[config.mk]
export PLATFORM = sky130hd
export DESIGN_NAME = mux16_arbiter_flat
export DESIGN_NICKNAME = d
export VERILOG_FILES = /design/src/rtl/mux16_arbiter_if.sv /design/src/rtl/mux16_arbiter.sv /design/src/flat_wrapper.sv
export SDC_FILE = /design/constraint.sdc
export NUM_CORES = 1
export LEC_CHECK = 0
export BUFFER_PORTS_ARGS = -buffer_cell sky130_fd_sc_hd__buf_2
export CAP_MARGIN = 20
export CELL_PAD_IN_SITES_DETAIL_PLACEMENT = 1
export CELL_PAD_IN_SITES_GLOBAL_PLACEMENT = 1
export CORE_ASPECT_RATIO = 0.7
export CORE_MARGIN = 2
export CORE_UTILIZATION = 46
export DETAILED_ROUTE_END_ITERATION = 8
export GPL_TIMING_DRIVEN = 1
export PLACE_DENSITY_LB_ADDON = 0.1
export SLEW_MARGIN = 10
export SYNTH_ARGS = -nofsm -noshare
export SYNTH_HDL_FRONTEND = slang
export SYNTH_SLANG_ARGS = --single-unit
export TNS_END_PERCENT = 20
[constraint.sdc]
create_clock -name clk -period 5.03 [get_ports clk]
set_clock_uncertainty 0.1 [all_clocks]
set_input_delay 1.509 -clock clk [delete_from_list [all_inputs] [get_ports clk]]
set_output_delay 1.509 -clock clk [all_outputs]
set_load 0.02 [all_outputs]
[src/rtl/mux16_arbiter_if.sv]
// Bus between sixteen requesters, the round-robin arbiter and one consumer.
// Master drives requests, data and ready; slave (the arbiter) drives the grant side.
interface mux16_arbiter_if #(
  parameter int WIDTH = 3
);
  logic [15:0]          req;
  logic [16*WIDTH-1:0]  d;
  logic                 y_ready;
  logic [3:0]           sel;
  logic [15:0]          gnt;
  logic [WIDTH-1:0]     y;
  logic                 y_valid;

  modport master (output req, d, y_ready, input sel, gnt, y, y_valid);
  modport slave  (input req, d, y_ready, output sel, gnt, y, y_valid);
endinterface

[src/rtl/mux16_arbiter.sv]
// Sixteen-way round-robin arbiter with a registered select driving a data mux.
// A grant lasts up to BURST transfers; release and abort re-arbitrate in the same cycle.
module mux16_arbiter #(
  parameter int WIDTH = 3,
  parameter int BURST = 1
) (
  input  logic            clk,
  input  logic            rst_n,
  mux16_arbiter_if.slave  bus
);

  typedef enum logic {IDLE, GRANT} state_t;

  localparam logic [3:0] LAST_BEAT = 4'(BURST - 1);

  state_t      state_q, state_d;
  logic [3:0]  ptr_q, ptr_d;
  logic [3:0]  cnt_q, cnt_d;
  logic [3:0]  sel_q, sel_d;
  logic [15:0] gnt_q, gnt_d;

  logic [3:0]  rel_ptr;
  logic [4:0]  idle_win;
  logic [4:0]  rel_win;
  logic        rel_go;

  // Returns {found, index} of the first set request at or after start, wrapping mod 16.
  function automatic logic [4:0] pick(input logic [15:0] r, input logic [3:0] start);
    logic [4:0] res;
    logic [3:0] idx;
    res = '0;
    for (int k = 15; k >= 0; k--) begin
      idx = start + 4'(k);
      if (r[idx]) res = {1'b1, idx};
    end
    return res;
  endfunction

  always_ff @(posedge clk or negedge rst_n) begin
    if (!rst_n) begin
      state_q <= IDLE;
      ptr_q   <= '0;
      cnt_q   <= '0;
      sel_q   <= '0;
      gnt_q   <= '0;
    end else begin
      state_q <= state_d;
      ptr_q   <= ptr_d;
      cnt_q   <= cnt_d;
      sel_q   <= sel_d;
      gnt_q   <= gnt_d;
    end
  end

  // Both candidate winners are computed every cycle: one for leaving IDLE, one for a release.
  always_comb begin
    state_d  = state_q;
    ptr_d    = ptr_q;
    cnt_d    = cnt_q;
    sel_d    = sel_q;
    gnt_d    = gnt_q;
    rel_go   = 1'b0;
    rel_ptr  = sel_q + 4'd1;
    idle_win = pick(bus.req, ptr_q);
    rel_win  = pick(bus.req, rel_ptr);

    case (state_q)
      IDLE: begin
        gnt_d = '0;
        if (idle_win[4]) begin
          state_d = GRANT;
          sel_d   = idle_win[3:0];
          gnt_d   = 16'b1 << idle_win[3:0];
          cnt_d   = '0;
        end
      end
      GRANT: begin
        // A dropped request aborts the grant; the last beat of a burst releases it.
        rel_go = !bus.req[sel_q] || (bus.y_ready && (cnt_q == LAST_BEAT));
        if (rel_go) begin
          ptr_d = rel_ptr;
          cnt_d = '0;
          if (rel_win[4]) begin
            sel_d = rel_win[3:0];
            gnt_d = 16'b1 << rel_win[3:0];
          end else begin
            state_d = IDLE;
            gnt_d   = '0;
          end
        end else if (bus.y_ready) begin
          cnt_d = cnt_q + 4'd1;
        end
      end
      default: begin
        state_d = IDLE;
        gnt_d   = '0;
      end
    endcase
  end

  assign bus.sel     = sel_q;
  assign bus.gnt     = gnt_q;
  assign bus.y_valid = (state_q == GRANT);
  assign bus.y       = bus.y_valid ? bus.d[int'(sel_q)*WIDTH +: WIDTH] : '0;

endmodule
[src/flat_wrapper.sv]
// flat-port wrapper written by rule: the top's interface ports become plain ports
module mux16_arbiter_flat 
#(
  parameter int WIDTH = 3,
  parameter int BURST = 1
)
  (clk, rst_n, bus_req, bus_d, bus_y_ready, bus_sel, bus_gnt, bus_y, bus_y_valid);
  mux16_arbiter_if #(.WIDTH(WIDTH)) bus_i ();
  input  logic clk;
  input  logic rst_n;
  input wire logic [$bits(bus_i.req)-1:0] bus_req;
  input wire logic [$bits(bus_i.d)-1:0] bus_d;
  input wire logic [$bits(bus_i.y_ready)-1:0] bus_y_ready;
  output wire logic [$bits(bus_i.sel)-1:0] bus_sel;
  output wire logic [$bits(bus_i.gnt)-1:0] bus_gnt;
  output wire logic [$bits(bus_i.y)-1:0] bus_y;
  output wire logic [$bits(bus_i.y_valid)-1:0] bus_y_valid;
  assign bus_i.req = bus_req;
  assign bus_i.d = bus_d;
  assign bus_i.y_ready = bus_y_ready;
  assign bus_sel = bus_i.sel;
  assign bus_gnt = bus_i.gnt;
  assign bus_y = bus_i.y;
  assign bus_y_valid = bus_i.y_valid;
  mux16_arbiter #(.WIDTH(WIDTH), .BURST(BURST)) u_core (.clk(clk), .rst_n(rst_n), .bus(bus_i));
endmodule
-- Word level (Yosys, flattened, before mapping)
Cells that the tools add are included.
- bitwise logic cells: 1
- shift-type cells: 3
- reduce and logical (&&, ||, !) cells: 7
- add/sub/neg operators: 32
- mux-type cells: 115
- divide/modulo/power cells: 0
- order comparisons: 33
- $mul: 1
- equal/unequal tests: 4
- operators by type and width (kind ; count):
    < comparator 4 x 5 -> 1 bit (second input constant) ; 33
    two-way mux 5 bit ; 32
    binary-select mux 1 bit (select 4 bit) ; 33
    adder 4 bit (second input constant) ; 16
    two-way mux 16 bit ; 3
    indexed part select 48 x 32 -> 3 bit ; 1
    two-way mux 1 bit ; 36
    adder 4 x 3 -> 4 bit (second input constant) ; 8
    case mux 16 bit (2 select lines) ; 1
    << shifter 1 x 4 -> 16 bit (first input constant) ; 2
    two-way mux 4 bit ; 6
    adder 4 x 1 -> 4 bit (second input constant) ; 4
    adder 4 x 2 -> 4 bit (second input constant) ; 4
    case mux 4 bit (2 select lines) ; 2
    multiplier 4 x 2 -> 6 bit (second input constant) ; 1
    logical NOT 4 bit ; 1
    inequality test 2 bit (second input constant) ; 2
    AND reduction 2 bit ; 2
    two-way mux 3 bit ; 1
    inequality test 3 bit (second input constant) ; 1
    AND reduction 3 bit ; 1
    inequality test 2 x 1 -> 1 bit (second input constant) ; 1
    case mux 1 bit (2 select lines) ; 1
    logical AND 1 bit ; 1
    other kinds (3) ; 3
- RAM bits: 0
- bits in latches: 0
- memory bits (read-only): 0
- input bits: 67
- register bits: 29
- word-level logic and storage cells: 201
- memories: 0

-- Logic depth before layout (Yosys ltp)
Gate-level depths: netlist (run 1).
- depth after elaboration: 24
- depth in mapped cells: 16

-- Least setup slack after synthesis (run 1)
OpenSTA, ideal clock, no wires.
- kind: register to output
- from: reg u_core.sel_q[0], in the netlist u_core.bus.sel[0]
- to: out bus_y[0]
- data required time: 3421 ps
- setup slack: 576 ps
- data arrival time: 2845 ps
- path buffers: 5
- stages on the path, launching flop included: 9
- path through: dfrtp_1 buf_6 buf_12 buf_2 buf_2 buf_1 mux4_2 mux4_2 and2_1
- cells in the longest elaborated chain, start to end: 3
- RTL lines (element ; RTL line ; text):
    from (decl) ; mux16_arbiter.sv:19 ; logic [3:0] sel_q, sel_d;
    from (signal assigned) ; mux16_arbiter.sv:50 ; sel_q <= sel_d;
    multiplier 4 x 2 -> 6 bit ; mux16_arbiter.sv:104 ; assign bus.y = bus.y_valid ? bus.d[int'(sel_q)*WIDTH +: WIDTH] : '0;
    indexed part select 48 x 32 -> 3 bit ; mux16_arbiter.sv:104 ;
    two-way mux 3 bit ; mux16_arbiter.sv:104 ;
    to (decl) ; flat_wrapper.sv:16 ; output wire logic [$bits(bus_i.y)-1:0] bus_y;
No other way between the ends.

-- Worst setup path after layout (run 1)
- from: reg u_core.sel_q[1], in the netlist u_core.bus.sel[1]
- to: reg u_core.gnt_q[2], in the netlist u_core.bus.gnt[2]
- cells in the longest elaborated chain, start to end: 24
- elaborated cells on any way between the ends: 73
- those cells by class: add/sub: 16; eq/ne: 1; shift: 1; mux: 53; reduce/logical: 2
- RTL lines (element ; RTL line ; text):
    adder 4 x 1 -> 4 bit * ; mux16_arbiter.sv:63 ; rel_ptr = sel_q + 4'd1;
    via u_core.rel_ptr[2] ; mux16_arbiter.sv:22 ; logic [3:0] rel_ptr;
    adder 4 bit ; mux16_arbiter.sv:33 ; idx = start + 4'(k);
    binary-select mux 1 bit (select 4 bit) ; mux16_arbiter.sv:34 ; if (r[idx]) res = {1'b1, idx};
    two-way mux 1 bit (not written as such) ; mux16_arbiter.sv:34 ;
    two-way mux 5 bit (15 in series) ; mux16_arbiter.sv:34 ;
    two-way mux 5 bit * ; mux16_arbiter.sv:34 ;
    << shifter 1 x 4 -> 16 bit ; mux16_arbiter.sv:85 ; gnt_d = 16'b1 << rel_win[3:0];
    two-way mux 16 bit * ; mux16_arbiter.sv:83 ; if (rel_win[4]) begin
    two-way mux 16 bit * ; mux16_arbiter.sv:80 ; if (rel_go) begin
    case mux 16 bit (2 select lines) * ; mux16_arbiter.sv:67 ; case (state_q)
    to (signal assigned) ; mux16_arbiter.sv:51 ; gnt_q <= gnt_d;
    to (decl) ; mux16_arbiter.sv:20 ; logic [15:0] gnt_q, gnt_d;
Mark *: on every way through the listed nets, which the timed path passes. The rest lies on a longest branch. The select of a mux whose other input is x is not followed.
A chain may end at the register's enable or synchronous reset.

==> results of run 1 <==
==> synthesized netlist by cell type, types with 5 or more instances <==
cell type | number | area (sq um)
o21ai_0 | 25 | 125
nand2_1 | 92 | 345
mux4_2 | 63 | 1420
o22ai_1 | 12 | 75.1
nor2b_1 | 10 | 62.6
nand2b_1 | 17 | 106
mux2_2 | 20 | 225
inv_1 | 25 | 93.8
a311oi_1 | 5 | 43.8
nor3_1 | 13 | 65.1
inv_2 | 5 | 18.8
clkbuf_1 | 16 | 60.1
xnor2_1 | 14 | 123
a31oi_1 | 7 | 43.8
o221ai_1 | 21 | 184
ha_1 | 15 | 188
nand4_1 | 11 | 68.8
a211oi_1 | 8 | 60.1
o211ai_1 | 13 | 97.6
nor2_1 | 44 | 165
buf_2 | 17 | 85.1
a2111oi_0 | 5 | 43.8
nand3_1 | 14 | 70.1
dfrtp_1 | 29 | 726
a21oi_1 | 38 | 190
mux2i_1 | 56 | 561
a22o_1 | 6 | 52.6
and2_1 | 10 | 62.6
or3_1 | 8 | 50.1
==> state kept, by name (all words and copies together), names as in the netlist <==
register,cells
u_core.bus.y_valid,1
u_core.cnt_q,4
u_core.ptr_q,4
u_core.bus.sel,4
u_core.bus.gnt,16
==> layer usage <==
layer | global-route usage, % | up-vias | part of all wire [%]
li1 | - | 3060 | -
met1 | 49.0 | 3483 | 43
met2 | 50.3 | 420 | 43
met3 | 12.1 | 31 | 13
met4 | 5.48 | 0 | 1.2
met5 | 0 | - | 0
==> kinds of logic after synthesis <==
group           after synthesis  synth area share, %
buf+inv                      74                 5.24
mux                         144                 35.0
xor+xnor                     23                 4.34
fa+ha+maj                    15                 2.88
flops                        29                 11.1
simple gates                253                 19.2
compound gates              198                 22.2
==> final cells by class <==
| cell class | instances | area share, % |
|---|---|---|
| sequential | 29 | 9.92 |
| multi-input combinational | 633 | 74.4 |
| timing repair buffer | 116 | 8.81 |
| clock buffer | 5 | 1.71 |
| tap | 190 | 3.24 |
| inverter | 32 | 1.64 |
| clock inverter | 3 | 0.239 |
==> metrics by stage <==
stage	worst slack (ns)	instances	area (sq um)	hold WS, ns	utilization, %
finish	0.313	1008	7330	0.384	52.8
global route	0.168	1008	7330	0.428	52.8
CTS	0.418	1008	7330	0.390	52.8
detailed placement	0.199	1000	7190	0.378	51.8
global placement	0.247	1000	7190	0.380	51.8
floorplan	0.576	736	6520	0.387	-
==> critical path, cell delays in order (launching register included) <==
cell	delay (ns)
dfrtp_1	0.45
ha_1	0.28
xnor2_4	0.20
inv_2	0.05
ha_1	0.35
or4_4	0.54
o221a_2	0.17
nand2_2	0.13
mux2i_1	0.59
nor2_2	0.17
mux2i_1	0.18
a211o_1	0.35
o311a_1	0.40
or4_1	0.55
o211ai_1	0.11
==> final timing paths <==
check,from,endpoint,slack (ns),depth (start not counted)
setup / recovery,u_core.bus.sel[1],u_core.bus.gnt[2],0.31,14
hold / removal,u_core.bus.gnt[13],u_core.bus.gnt[13],0.38,2
setup reg to reg,u_core.bus.sel[1],u_core.bus.gnt[2],0.31,14
hold reg to reg,u_core.bus.gnt[13],u_core.bus.gnt[13],0.38,2
max in group asynchronous,rst_n,u_core.bus.sel[0],3.17,1
min in group asynchronous,rst_n,u_core.bus.gnt[11],1.17,1
==> flow_metrics.tcl, run 1 <==
set metrics [dict create \
    critPathArrivalTime_ns 4.80 \
    synth_seq_cells 29 \
    antenna_found_initial 0 \
    die_area_sq_um 15200 \
    fillers 1682 \
    finalSetupTns_ns 0 \
    start_util_pct 47.0 \
    port-buffer-count 90 \
    vias 6994 \
    cts_tree "yes" \
    grtUsageTotal_pct 34.1 \
    cp-start-kind "flip-flop" \
    place.gp.congestion 0.985 \
    firstDrtPassIters 5 \
    grt_max_degree 63 \
    overflow 0 \
    tightest_slew_ns 0.885 \
    synth-edff-count 0 \
    hold_viol 0 \
    hold_path_class "reg -> reg" \
    postSynthCellCount 736 \
    fin_crit_sh_pct 93.8 \
    final_common_cell "nand2_1" \
    layout_min_cycle_time_ns 4.72 \
    clock-root-buffer "clkbuf_16" \
    outcome "completed" \
    io_pins 91 \
    grt_pass1_wl_um 40900 \
    setup-violations-final 0 \
    synth.distinct_cells 93 \
    ys.warnings.count 0 \
    antenna_left 0 \
    yosysSeqAreaShare_pct 11.1 \
    multi_input_area_sq_um 5460 \
    wl_per_cell_um 25.8 \
    path_max_fanout 7 \
    synth.cell_area_sq_um 6520 \
    layout.nets 899 \
    synth_ff_type "dfrtp_1" \
    cts_setup_buffers 0 \
    drv_slew 0 \
    drt-vias-per-instance 6.94 \
    drc 0 \
    die_width_um 146 \
    avgSynthCellArea_sq_um 8.86 \
    clockBufferDepth 2 \
    area_growth_pct 12.4 \
    final_cell_mix "nand2_1 (92), buf_2 (90), mux4_2 (63), mux2i_1 (56), nor2_1 (44)" \
    antenna_cells 0 \
    fp-row-count 36 \
    critical_path_class "reg -> reg" \
    drt_iter0_markers 649 \
    cap_violations 0 \
    max_freq_ghz 0.212 \
    coreArea_sq_um 13900 \
    path_clk_slew_ns 0.05 \
    cts-hold-fix-buffers 0 \
    cts_made_buffers 5 \
    grt_setup_unrepaired "no" \
    synth_nets 818 \
    grt_pass1_vias 7059 \
    relSlewSlack_pct 41.0 \
    async_flop_share_pct 100 \
    drive_gt1_share_pct 28.9 \
    routed_wl_um 26000 \
    hpwl_um 20300 \
    clk-insertion-delay-late_ns 0.27 \
    cp-end-kind "flip-flop" \
    fp.dieH_um 104 \
    htreeDepth 2 \
    required_ns 5.11 \
    cts_resized 0 \
    cts_sinks 29 \
    seqCellArea_sq_um 727 \
]
Power of run 1 is left out: the tool's default activity adds up to more than one toggle a clock period on the data nets, which glitch-free logic cannot reach.
==> inputs of run 2 (changes only) <==
--- a/config.mk
+++ b/config.mk
@@ -7,14 +7,11 @@
 export LEC_CHECK = 0
 export BUFFER_PORTS_ARGS = -buffer_cell sky130_fd_sc_hd__buf_2
 export CAP_MARGIN = 20
-export CELL_PAD_IN_SITES_DETAIL_PLACEMENT = 1
-export CELL_PAD_IN_SITES_GLOBAL_PLACEMENT = 1
 export CORE_ASPECT_RATIO = 0.7
 export CORE_MARGIN = 2
-export CORE_UTILIZATION = 46
+export CORE_UTILIZATION = 42
 export DETAILED_ROUTE_END_ITERATION = 8
 export GPL_TIMING_DRIVEN = 1
-export PLACE_DENSITY_LB_ADDON = 0.1
 export SLEW_MARGIN = 10
 export SYNTH_ARGS = -nofsm -noshare
 export SYNTH_HDL_FRONTEND = slang
==> run 2 against run 1 <==
Effect of this change: cell count increased by 0.40%; critical path depth shrank 5; highest routed layer unchanged; die area grew 9.2%; global-route usage down 6.2 points; non-clock buffer count fell by 6.
==> flow_metrics.tcl, run 2 (synthesis results as in run 1) <==
set metrics [dict create \
    grtUsageTotal_pct 27.9 \
    die_width_um 153 \
    crit_path_max_incr_delay_ns 0.62 \
    io_pins 91 \
    crit_chain "buf_2 > mux4_2 > mux4_2 > o311ai_0 > o21ai_0 > nand4_1 > o221ai_1 > or3_1 > o221ai_1" \
    cap_violations 0 \
    final_common_cell "nand2_1" \
    path_max_fanout 11 \
    antenna_left 0 \
    cts-hold-fix-buffers 0 \
    path_clk_slew_ns 0.05 \
    critPathArrivalTime_ns 4.70 \
    drive_gt1_share_pct 28.3 \
    grt_setup_unrepaired "no" \
    grt_max_degree 63 \
    drc 0 \
    drt-vias-per-instance 6.75 \
    largest_register_ffs 16 \
    antenna_found_initial 0 \
    vias 6828 \
    antenna_cells 0 \
    cts_resized 0 \
    crit_path_top_delay_cell "mux4_2" \
    tightest_slew_ns 0.903 \
    clock-root-buffer "clkbuf_16" \
    drt_iter0_markers 848 \
    hpwl_um 18000 \
    critical_path_class "in -> reg" \
    hold_viol 0 \
    cts_tree "yes" \
    grt_pass1_vias 6475 \
    layout.nets 893 \
    setup-violations-final 0 \
    required_ns 5.11 \
    outcome "completed" \
    coreArea_sq_um 15400 \
    fin_crit_sh_pct 91.9 \
    final_cell_mix "nand2_1 (92), buf_2 (90), mux4_2 (63), mux2i_1 (56), nor2_1 (44)" \
    cp-end-kind "flip-flop" \
    finalSetupTns_ns 0 \
    hold_path_class "reg -> reg" \
    layout_min_cycle_time_ns 4.62 \
    area_growth_pct 12.1 \
    port-buffer-count 90 \
    htreeDepth 2 \
    wl_per_cell_um 23.0 \
    die_area_sq_um 16600 \
    grt_pass1_wl_um 36400 \
    relSlewSlack_pct 39.8 \
    place.gp.congestion 1.03 \
    overflow 0 \
    start_util_pct 42.5 \
    fp.dieH_um 108 \
    cts_sinks 29 \
    max_freq_ghz 0.216 \
    cts_setup_buffers 0 \
    cp-start-kind "primary input" \
    clk-insertion-delay-late_ns 0.27 \
    firstDrtPassIters 5 \
    clockBufferDepth 2 \
    drv_slew 0 \
    cts_made_buffers 5 \
    fp-row-count 38 \
    routed_wl_um 23200 \
]
## run 2: cell types whose count changed in the layout (fill, tap and decap cells not counted), sizes merged
cell / change
clkbuf: +2
clkinv: -1
clkinvlp: -1
buf: -6
## run 2: metal layers
metal | wire, um | vias up | GRT usage (%) | part of all wire [%]
met1 | 10200 | 3315 | 40.8 | 44
li1 | - | 3058 | - | -
met3 | 3210 | 26 | 8.78 | 14
met2 | 9580 | 429 | 40.9 | 41
met5 | 0 | - | 0 | 0
met4 | 248 | 0 | 4.76 | 1.1
## run 2: path summary, 6_finish.rpt
path	startpoint	to	slack [ns]	depth (start not counted)
setup / recovery	bus_req[13]	u_core.bus.gnt[11]	0.41	9
hold / removal	u_core.bus.gnt[9]	u_core.bus.gnt[9]	0.40	2
setup reg to reg	u_core.ptr_q[0]	u_core.bus.gnt[11]	0.46	12
hold reg to reg	u_core.bus.gnt[9]	u_core.bus.gnt[9]	0.40	2
max in group asynchronous	rst_n	u_core.bus.sel[0]	3.16	1
min in group asynchronous	rst_n	u_core.bus.gnt[12]	1.18	1
## run 2: critical path: cells and delay by family
kind,cells,cell delay (ns)
AOI/OAI and AO/OA,4,1.16
buffers and inverters,1,0.16
muxes,2,1.23
and+or+nand+nor,2,0.63
## run 2: stage by stage
stage / utilization [%] / worst slack (ns) / hold WS [ns] / instances / area, sq um
after floorplan: - / 0.576 / 0.387 / 736 / 6520
final: 47.6 / 0.409 / 0.397 / 1012 / 7310
after global placement: 46.6 / 0.135 / 0.383 / 1004 / 7150
after CTS: 47.6 / 0.516 / 0.401 / 1012 / 7310
after detailed placement: 46.6 / 0.256 / 0.386 / 1004 / 7150
after global routing: 47.6 / 0.215 / 0.416 / 1012 / 7310
## run 2: cell type report
class	count	area (sq um)
Timing Repair Buffer	110	601
Inverter	32	120
Clock buffer	7	153
Clock inverter	1	5.00
Fill cell	1459	8050
Multi-Input combinational cell	633	5460
Tap cell	200	250
Sequential cell	29	727
Power of run 2 is left out for the same reason.
==> inputs of run 3 (changes only) <==
--- a/config.mk
+++ b/config.mk
@@ -9,9 +9,10 @@
 export CAP_MARGIN = 20
 export CORE_ASPECT_RATIO = 0.7
 export CORE_MARGIN = 2
-export CORE_UTILIZATION = 42
+export CORE_UTILIZATION = 60
 export DETAILED_ROUTE_END_ITERATION = 8
 export GPL_TIMING_DRIVEN = 1
+export PLACE_DENSITY = 0.83
 export SLEW_MARGIN = 10
 export SYNTH_ARGS = -nofsm -noshare
 export SYNTH_HDL_FRONTEND = slang
==> run 3 against run 2 <==
Effect of this change: sequential share of layout area grew 0.12 points; register-to-register slack got worse by 0.05 ns; hold slack got worse by 0.0016 ns; cell count shrank 6.7%; core utilization rose by 21 points; first-iteration DRC count up 42%; wire length about the same; count of clock-buffer cells in the layout unchanged; maximum frequency shrank 1.9%; die area fell by 29%; critical path depth increased by 1; design area shrank 1.2%; critical path type unchanged; critical endpoint is now u_core.bus.gnt[10]; largest cell class unchanged.
==> flow_metrics.tcl, run 3 (synthesis results as in run 1) <==
set metrics [dict create \
    cap_violations 0 \
    required_ns 5.11 \
    tightest_slew_ns 0.884 \
    clock-root-buffer "clkbuf_16" \
    cts_sinks 29 \
    max_freq_ghz 0.212 \
    ff2ff_path_depth 12 \
    die_width_um 129 \
    stdcell_area_sq_um 7230 \
    cpMostUsedCell "mux2i_1" \
    port-buffer-count 90 \
    crit_chain "buf_2 > mux4_1 > mux2i_1 > a21oi_1 > inv_1 > mux2i_1 > a211o_1 > o311ai_0 > nand2_1 > o221ai_1" \
    antenna_cells 0 \
    crit_buf_inv 2 \
    place.gp.congestion 1.08 \
    grt_setup_unrepaired "no" \
    cts-hold-fix-buffers 0 \
    die_area_sq_um 11700 \
    hpwl_um 17800 \
    crit_start "bus_req[4]" \
    cts_made_buffers 5 \
    fin_crit_sh_pct 93.6 \
    outcome "completed" \
    rrSetupSlack_ns 0.41 \
    htreeDepth 2 \
    cts_setup_buffers 0 \
    layout_min_cycle_time_ns 4.71 \
    largest_register_ffs 16 \
    critPathArrivalTime_ns 4.79 \
    hold_path_class "reg -> reg" \
    clockBufferDepth 2 \
    crit_path_top_delay_cell "mux4_1" \
    grt_pass1_wl_um 36500 \
    cp-start-kind "primary input" \
    fp.dieH_um 91.2 \
    crit_cells 10 \
    setup-violations-final 0 \
    path_clk_slew_ns 0.05 \
    cp-end-kind "flip-flop" \
    relSlewSlack_pct 41.1 \
    crit_path_max_incr_delay_ns 0.63 \
    final_common_cell "nand2_1" \
    fp-row-count 31 \
    final_cell_mix "nand2_1 (92), buf_2 (90), mux4_2 (63), mux2i_1 (56), nor2_1 (44)" \
    grt_pass1_vias 6573 \
    drive_gt1_share_pct 28.3 \
    routed_wl_um 23200 \
    antenna_left 0 \
    cts_resized 0 \
    wl_per_cell_um 24.6 \
    clk-insertion-delay-late_ns 0.28 \
    path_max_fanout 10 \
    antenna_found_initial 0 \
    start_util_pct 62.3 \
    critical_path_class "in -> reg" \
    drv_slew 0 \
    drt_iter0_markers 1204 \
    fillers 826 \
    layout.nets 893 \
    io_pins 91 \
    firstDrtPassIters 8 \
    grtUsageTotal_pct 40.0 \
    endpoint "u_core.bus.gnt[10]" \
    grt_max_degree 63 \
    drc 0 \
    place_area_sq_um 7060 \
    rr_startpoint "u_core.bus.sel[1]" \
    r2r_end "u_core.bus.gnt[10]" \
    finalSetupTns_ns 0 \
    crit_family "compound AO/OA/AOI/OAI gates" \
    vias 7244 \
    hold_viol 0 \
    cts_tree "yes" \
    area_growth_pct 10.8 \
    coreArea_sq_um 10500 \
    drt-vias-per-instance 7.67 \
    overflow 0 \
]
run 3: cell counts in the layout (fill, tap and decap cells not counted):
Identical to the previous run, type by type.
run 3: how the worst min path moves through the flow:
stage                  startpoint                  to  cells past startpoint
2_1_floorplan     u_core.cnt_q[3]     u_core.cnt_q[3]                      2
3_3_place_gp   u_core.bus.gnt[12]  u_core.bus.gnt[12]                      2
3_5_place_dp   u_core.bus.gnt[15]  u_core.bus.gnt[15]                      2
4_1_cts        u_core.bus.gnt[15]  u_core.bus.gnt[15]                      2
5_1_grt         u_core.bus.gnt[6]   u_core.bus.gnt[6]                      2
6_report       u_core.bus.gnt[15]  u_core.bus.gnt[15]                      2
run 3: metrics by stage:
step | util (%) | worst slack (ns) | cells | hold WS (ns)
6_report | 69.0 | 0.321 | 944 | 0.396
5_1_grt | 69.0 | 0.0626 | 944 | 0.430
4_1_cts | 68.9 | 0.494 | 943 | 0.395
3_5_place_dp | 67.4 | 0.278 | 935 | 0.378
3_3_place_gp | 67.4 | 0.336 | 935 | 0.368
2_1_floorplan | - | 0.576 | 736 | 0.387
run 3: per-layer routing:
layer	vias up	GRT usage (%)	part of all wire, %
li1	3052	-	-
met1	3452	58.0	38
met2	661	56.7	42
met3	79	14.3	17
met4	0	10.4	3.0
met5	-	0	0
run 3: area by class of cell:
type                            instances  area, sq um  share of cell area, %
Tap cell                              132          165                   2.29
Timing Repair Buffer                  110          601                   8.31
Sequential cell                        29          727                   10.1
Multi-Input combinational cell        633         5460                   75.5
Clock buffer                            7          153                   2.11
Clock inverter                          1         5.00                 0.0693
Inverter                               32          120                   1.66
run 3: worst min-delay path: stages, from the launching register on:
cell and delay, ns:
dfrtp_1 0.34, nand2_1 0.05, o221ai_1 0.06
Power of run 3 is left out for the same reason.
